## config.mk

```make
export PLATFORM = sky130hd
export DESIGN_NAME = code_lut_flat
export DESIGN_NICKNAME = d
export VERILOG_FILES = /design/src/rtl/code_lut_pkg.sv /design/src/rtl/code_lut_if.sv /design/src/rtl/code_lut_enc.sv /design/src/rtl/code_lut.sv /design/src/flat_wrapper.sv
export SDC_FILE = /design/constraint.sdc
export NUM_CORES = 1
export LEC_CHECK = 0
export ABC_AREA = 1
export CAP_MARGIN = 10
export CORE_MARGIN = 3
export CORE_UTILIZATION = 44
export DETAILED_ROUTE_END_ITERATION = 6
export PLACE_DENSITY_LB_ADDON = 0.3
export SYNTH_ARGS = -nofsm -noshare
export SYNTH_HDL_FRONTEND = slang
export SYNTH_SLANG_ARGS = --single-unit
export TNS_END_PERCENT = 100
```

## constraint.sdc

```tcl
create_clock -name i_clk -period 5.48 [get_ports i_clk]
set_clock_uncertainty 0.2 [all_clocks]
set_input_delay 1.096 -clock i_clk [delete_from_list [all_inputs] [get_ports i_clk]]
set_output_delay 1.096 -clock i_clk [all_outputs]
set_load 0.01 [all_outputs]
```

## src/rtl/code_lut_pkg.sv

```systemverilog
// Shared constants for the octree prefix-code mapper: group bases, prefixes,
// offset widths and total code lengths, plus the group selector enum.
package code_lut_pkg;

  localparam int CODE_W = 16;
  localparam int LEN_W  = 4;

  typedef enum logic [2:0] {
    GRP0 = 3'd0,
    GRP1 = 3'd1,
    GRP2 = 3'd2,
    GRP3 = 3'd3,
    GRP4 = 3'd4
  } group_e;

  // First rank of each group
  localparam logic [7:0] BASE_G0 = 8'd0;
  localparam logic [7:0] BASE_G1 = 8'd4;
  localparam logic [7:0] BASE_G2 = 8'd12;
  localparam logic [7:0] BASE_G3 = 8'd28;
  localparam logic [7:0] BASE_G4 = 8'd92;

  // Unary-style prefixes, right-aligned in 4 bits, with their widths
  localparam logic [3:0] PREFIX_G0 = 4'b0000;
  localparam logic [3:0] PREFIX_G1 = 4'b0010;
  localparam logic [3:0] PREFIX_G2 = 4'b0110;
  localparam logic [3:0] PREFIX_G3 = 4'b1110;
  localparam logic [3:0] PREFIX_G4 = 4'b1111;

  localparam int PRE_W_G0 = 1;
  localparam int PRE_W_G1 = 2;
  localparam int PRE_W_G2 = 3;
  localparam int PRE_W_G3 = 4;
  localparam int PRE_W_G4 = 4;

  // Offset field widths
  localparam int OFF_W_G0 = 2;
  localparam int OFF_W_G1 = 3;
  localparam int OFF_W_G2 = 4;
  localparam int OFF_W_G3 = 6;
  localparam int OFF_W_G4 = 8;

  // Total codeword lengths (prefix width + offset width)
  localparam logic [LEN_W-1:0] LEN_G0 = LEN_W'(PRE_W_G0 + OFF_W_G0);
  localparam logic [LEN_W-1:0] LEN_G1 = LEN_W'(PRE_W_G1 + OFF_W_G1);
  localparam logic [LEN_W-1:0] LEN_G2 = LEN_W'(PRE_W_G2 + OFF_W_G2);
  localparam logic [LEN_W-1:0] LEN_G3 = LEN_W'(PRE_W_G3 + OFF_W_G3);
  localparam logic [LEN_W-1:0] LEN_G4 = LEN_W'(PRE_W_G4 + OFF_W_G4);

endpackage

```

## src/rtl/code_lut_if.sv

```systemverilog
// Rank-in / code-out bundle. The master drives ranks and consumes codes;
// the slave (the mapper) does the opposite.
interface code_lut_if
  import code_lut_pkg::*;
  ();

  logic              i_valid;
  logic [7:0]        i_rank;
  logic              o_valid;
  logic [CODE_W-1:0] o_code;
  logic [LEN_W-1:0]  o_code_len;

  modport master (
    output i_valid,
    output i_rank,
    input  o_valid,
    input  o_code,
    input  o_code_len
  );

  modport slave (
    input  i_valid,
    input  i_rank,
    output o_valid,
    output o_code,
    output o_code_len
  );

endinterface

```

## src/rtl/code_lut_enc.sv

```systemverilog
// Combinational rank -> {codeword, length} encoder. Every 8-bit rank falls
// into exactly one group, so there is no invalid case.
module code_lut_enc
  import code_lut_pkg::*;
  (
    input  logic [7:0]        i_rank,
    output logic [CODE_W-1:0] o_code,
    output logic [LEN_W-1:0]  o_len
  );

  group_e     w_group;
  logic [7:0] w_base;
  logic [7:0] w_diff;

  // Pick the group with unsigned compares against the group bases
  always_comb begin
    w_group = GRP0;
    w_base  = BASE_G0;
    if (i_rank >= BASE_G4) begin
      w_group = GRP4;
      w_base  = BASE_G4;
    end else if (i_rank >= BASE_G3) begin
      w_group = GRP3;
      w_base  = BASE_G3;
    end else if (i_rank >= BASE_G2) begin
      w_group = GRP2;
      w_base  = BASE_G2;
    end else if (i_rank >= BASE_G1) begin
      w_group = GRP1;
      w_base  = BASE_G1;
    end
  end

  assign w_diff = i_rank - w_base;

  // Splice the prefix above the truncated offset for the selected group
  always_comb begin
    o_code = '0;
    o_len  = '0;
    case (w_group)
      GRP0: begin
        o_code = (CODE_W'(PREFIX_G0) << OFF_W_G0) | CODE_W'(w_diff[OFF_W_G0-1:0]);
        o_len  = LEN_G0;
      end
      GRP1: begin
        o_code = (CODE_W'(PREFIX_G1) << OFF_W_G1) | CODE_W'(w_diff[OFF_W_G1-1:0]);
        o_len  = LEN_G1;
      end
      GRP2: begin
        o_code = (CODE_W'(PREFIX_G2) << OFF_W_G2) | CODE_W'(w_diff[OFF_W_G2-1:0]);
        o_len  = LEN_G2;
      end
      GRP3: begin
        o_code = (CODE_W'(PREFIX_G3) << OFF_W_G3) | CODE_W'(w_diff[OFF_W_G3-1:0]);
        o_len  = LEN_G3;
      end
      GRP4: begin
        o_code = (CODE_W'(PREFIX_G4) << OFF_W_G4) | CODE_W'(w_diff[OFF_W_G4-1:0]);
        o_len  = LEN_G4;
      end
      default: begin
        o_code = '0;
        o_len  = '0;
      end
    endcase
  end

endmodule

```

## src/rtl/code_lut.sv

```systemverilog
// Registered prefix-code mapper: one rank in per cycle, its codeword and
// length out one cycle later. Idle and reset cycles present all-zero outputs.
module code_lut
  import code_lut_pkg::*;
  (
    input  logic       i_clk,
    input  logic       i_rst,
    code_lut_if.slave  bus
  );

  logic [CODE_W-1:0] w_code;
  logic [LEN_W-1:0]  w_len;

  logic              r_valid;
  logic [CODE_W-1:0] r_code;
  logic [LEN_W-1:0]  r_code_len;

  code_lut_enc u_enc (
    .i_rank (bus.i_rank),
    .o_code (w_code),
    .o_len  (w_len)
  );

  // Output register: reset wins, otherwise capture on valid and clear when idle
  always_ff @(posedge i_clk) begin
    if (i_rst) begin
      r_valid    <= 1'b0;
      r_code     <= '0;
      r_code_len <= '0;
    end else if (bus.i_valid) begin
      r_valid    <= 1'b1;
      r_code     <= w_code;
      r_code_len <= w_len;
    end else begin
      r_valid    <= 1'b0;
      r_code     <= '0;
      r_code_len <= '0;
    end
  end

  assign bus.o_valid    = r_valid;
  assign bus.o_code     = r_code;
  assign bus.o_code_len = r_code_len;

endmodule

```

## src/flat_wrapper.sv

```systemverilog
// flat-port wrapper written by rule: the top's interface ports become plain ports
module code_lut_flat import code_lut_pkg::*;
  (i_clk, i_rst, bus_i_valid, bus_i_rank, bus_o_valid, bus_o_code, bus_o_code_len);
  code_lut_if bus_i ();
  input  logic i_clk;
  input  logic i_rst;
  input wire logic [$bits(bus_i.i_valid)-1:0] bus_i_valid;
  input wire logic [$bits(bus_i.i_rank)-1:0] bus_i_rank;
  output wire logic [$bits(bus_i.o_valid)-1:0] bus_o_valid;
  output wire logic [$bits(bus_i.o_code)-1:0] bus_o_code;
  output wire logic [$bits(bus_i.o_code_len)-1:0] bus_o_code_len;
  assign bus_i.i_valid = bus_i_valid;
  assign bus_i.i_rank = bus_i_rank;
  assign bus_o_valid = bus_i.o_valid;
  assign bus_o_code = bus_i.o_code;
  assign bus_o_code_len = bus_i.o_code_len;
  code_lut u_core (.i_clk(i_clk), .i_rst(i_rst), .bus(bus_i));
endmodule
```

==> results by group <==
GRT
  – Initial antenna violation count: 0
  – GRT Overall Usage: 15.0%
  – First-pass GRT wire length: 2.33 mm
  – Vias in the first global route: 592
  – GRT overflow: 0
  – Pin count of the biggest net entering global routing: 9

Timing
  – # setup viols final: 0
  – Fmax: 0.315 GHz
  – Max Slew Vio Count: 0
  – Fin crit period: 3.17 ns
  – Final hold vios: 0
  – Post-Route Setup TNS: 0 ns
  – RSZ-0062 raised after global routing: false
  – Tcrit/Tclk final: 57.9%

Pwr
  – Pwr/cell area: 226 nW/um^2
  – LEAKAGE: 0.499 nW
  – VDD IR-drop max: 0.156 mV
  – Total Power: 0.235 mW

Synth
  – Synthesized instance count: 97
  – Ranking of synthesized cells by area: dfxtp_1 37%, inv_1 8.9%, nand2_1 7.9%, buf_4 6.9%, ha_1 6.6%
  – Synth cell types: 22
  – Mean Syn Cell Area: 7.80 um^2
  – FF+latch count, synth: 14
  – Synth warnings: 0
  – Sequential element share of the synthesized area: 37.0%
  – Yosys top cell area share: 37.0%
  – Synthesized cell area: 757 um^2
  – Largest area contributor in the netlist: dfxtp_1

Drt
  – Antenna Nets Post-Route: 0
  – Drt total wl: 1.47 mm
  – Routed via count: 658
  – Iteration count of the initial detailed-routing pass: 4
  – DRC: 0
  – WL/cell: 10.5 um
  – Initial drt markers: 13
  – Vias per cell: 4.70

Floorplanning
  – Cell Rows: 14
  – Top Ports: 32
  – Die area: 2250 um^2
  – Starting Density: 48.6%
  – Die span in y: 47.5 um
  – Core ar.: 1560 um^2
  – Die width: 47.5 um

Status
  – Outcome: completed

Layout
  – Register area: 280 um^2
  – Antenna Cells: 0
  – Nets: 141
  – Area of the multi-input gates: 359 um^2
  – Layout cell share with drive strength beyond 1: 15.3%
  – # fillers: 126
  – Syn-to-layout area delta: 37.7%

Critical path
  – CP required: 5.45 ns
  – Worst-path cell chain: clkdlybuf4s50_1 -> nor2_4 -> nand2_2 -> nor2_4 -> nand3_2 -> ha_1 -> fa_1 -> inv_1 -> nand2_1 -> nand2_1 -> xor2_1 -> o21ai_1
  – Crit path max fanout: 4
  – CP endpoint kind: flip-flop
  – Slowest stage delay, CP: 0.52 ns
  – WS Path Type: input port to flip-flop
  – CP Launch Type: input port
  – Slowest stage cell, crit path: clkdlybuf4s50_1
  – Arr. time, crit path: 3.14 ns

CTS
  – Post-CTS Setup Inserts: 0
  – H-tree lvl count: 1
  – Post-CTS resize count: 0
  – Clock sink count: 14
  – Clock root buffer: clkbuf_4
  – Maximum root-to-sink buffer count: 2
  – Number of buffers created by CTS: 3
  – Clk slew on worst S/H paths: 0.08 ns
  – CTS tree: built
  – CTS Hold Buffers Added: 0

Placed design
  – GP Congestion: 0.906
  – Placed wire-length estimate: 1.20 mm
  – Buffers on Ports: 27

Min path
  – Hold/Removal Path Class: input port to flip-flop

Flow run
  – Max_cap viols: 0
[metal layers]
metal	part of all wire (%)	up-vias	wire (um)	track usage, %
li1	-	339	-	-
met1	41	288	602	15.2
met2	52	29	770	27.0
met3	6.4	2	94	6.77
met4	0.47	0	7	4.97
met5	0	-	0	0
[cells in the mapped netlist]
cell type  count
a21oi_1        4
buf_4          7
clkinv_2       1
conb_1         1
dfxtp_1       14
fa_1           1
ha_1           4
inv_1         18
inv_2          1
nand2_1       16
nand2_2        3
nand3_1        5
nand3_2        1
nand4_1        2
nor2_1         5
nor2_2         3
nor2_4         3
nor3_1         1
o21ai_1        2
o21ai_2        2
or2_2          1
xor2_1         2
[flip-flops by register name (all words and copies together) (netlist names)]
register               cells
u_core.bus.o_code_len      3
u_core.bus.o_code         10
u_core.bus.o_valid         1
[where the power goes]
group          switching (mW)  total (mW)  leakage [nW]  internal [mW]
logic                  0.0283      0.0562         0.362         0.0278
clock network          0.0299      0.0703        0.0210         0.0404
registers             0.00142       0.109         0.115          0.107
total                  0.0597       0.235         0.499          0.175
[worst paths after layout]
path	startpoint	endpoint	slack (ns)	cells past startpoint
max	bus_i_rank[7]	u_core.bus.o_code[6]	2.31	12
min	bus_i_rank[1]	u_core.bus.o_code[1]	1.14	3
[cell type report]
class | count | area share, %
Clock buffer | 4 | 3.48
Inverter | 20 | 7.32
Multi-Input combinational cell | 59 | 34.5
Sequential cell | 14 | 26.9
Tap cell | 16 | 1.92
Timing Repair Buffer | 27 | 25.9
[cell families after synthesis]
logic type / Yosys count / share of synthesized area, %
XOR/XNOR: 2 / 2.31
other: 1 / 0.495
adder cells (fa/ha/maj): 5 / 9.26
AO/OA/AOI/OAI: 8 / 6.28
AND/OR/NAND/NOR: 40 / 27.6
buffers and inverters: 27 / 17.0
flip-flops: 14 / 37.0
[placed cells by master (no fill, tap or decap), types with 4 or more instances in the layout]
cell	Yosys	routed
nand2_1	16	16
clkdlybuf4s50_1	0	27
nand3_1	5	5
conb_1	1	4
inv_1	18	18
nor2_1	5	5
dfxtp_1	14	14
a21oi_1	4	4
ha_1	4	4
[metrics by stage]
step	setup slack (ns)	utilization, %	cells	hold slack, ns	cell area, um^2
global route	2.16	66.9	140	1.13	1040
global placement	2.13	64.5	136	1.43	1010
floorplan	2.76	-	100	0.986	768
detailed placement	2.07	64.5	136	1.43	1010
finish	2.31	66.9	140	1.14	1040
CTS	2.31	66.9	140	1.13	1040
[worst max-delay path: cells and delay by family]
| family | cells | cell delay [ns] |
|---|---|---|
| AOI/OAI and AO/OA | 1 | 0.08 |
| buffers and inverters | 2 | 0.59 |
| adders and majority gates | 2 | 0.60 |
| and+or+nand+nor | 6 | 0.60 |
| xor gates and xnor gates | 1 | 0.16 |
Power figures use the tool's default switching activity.
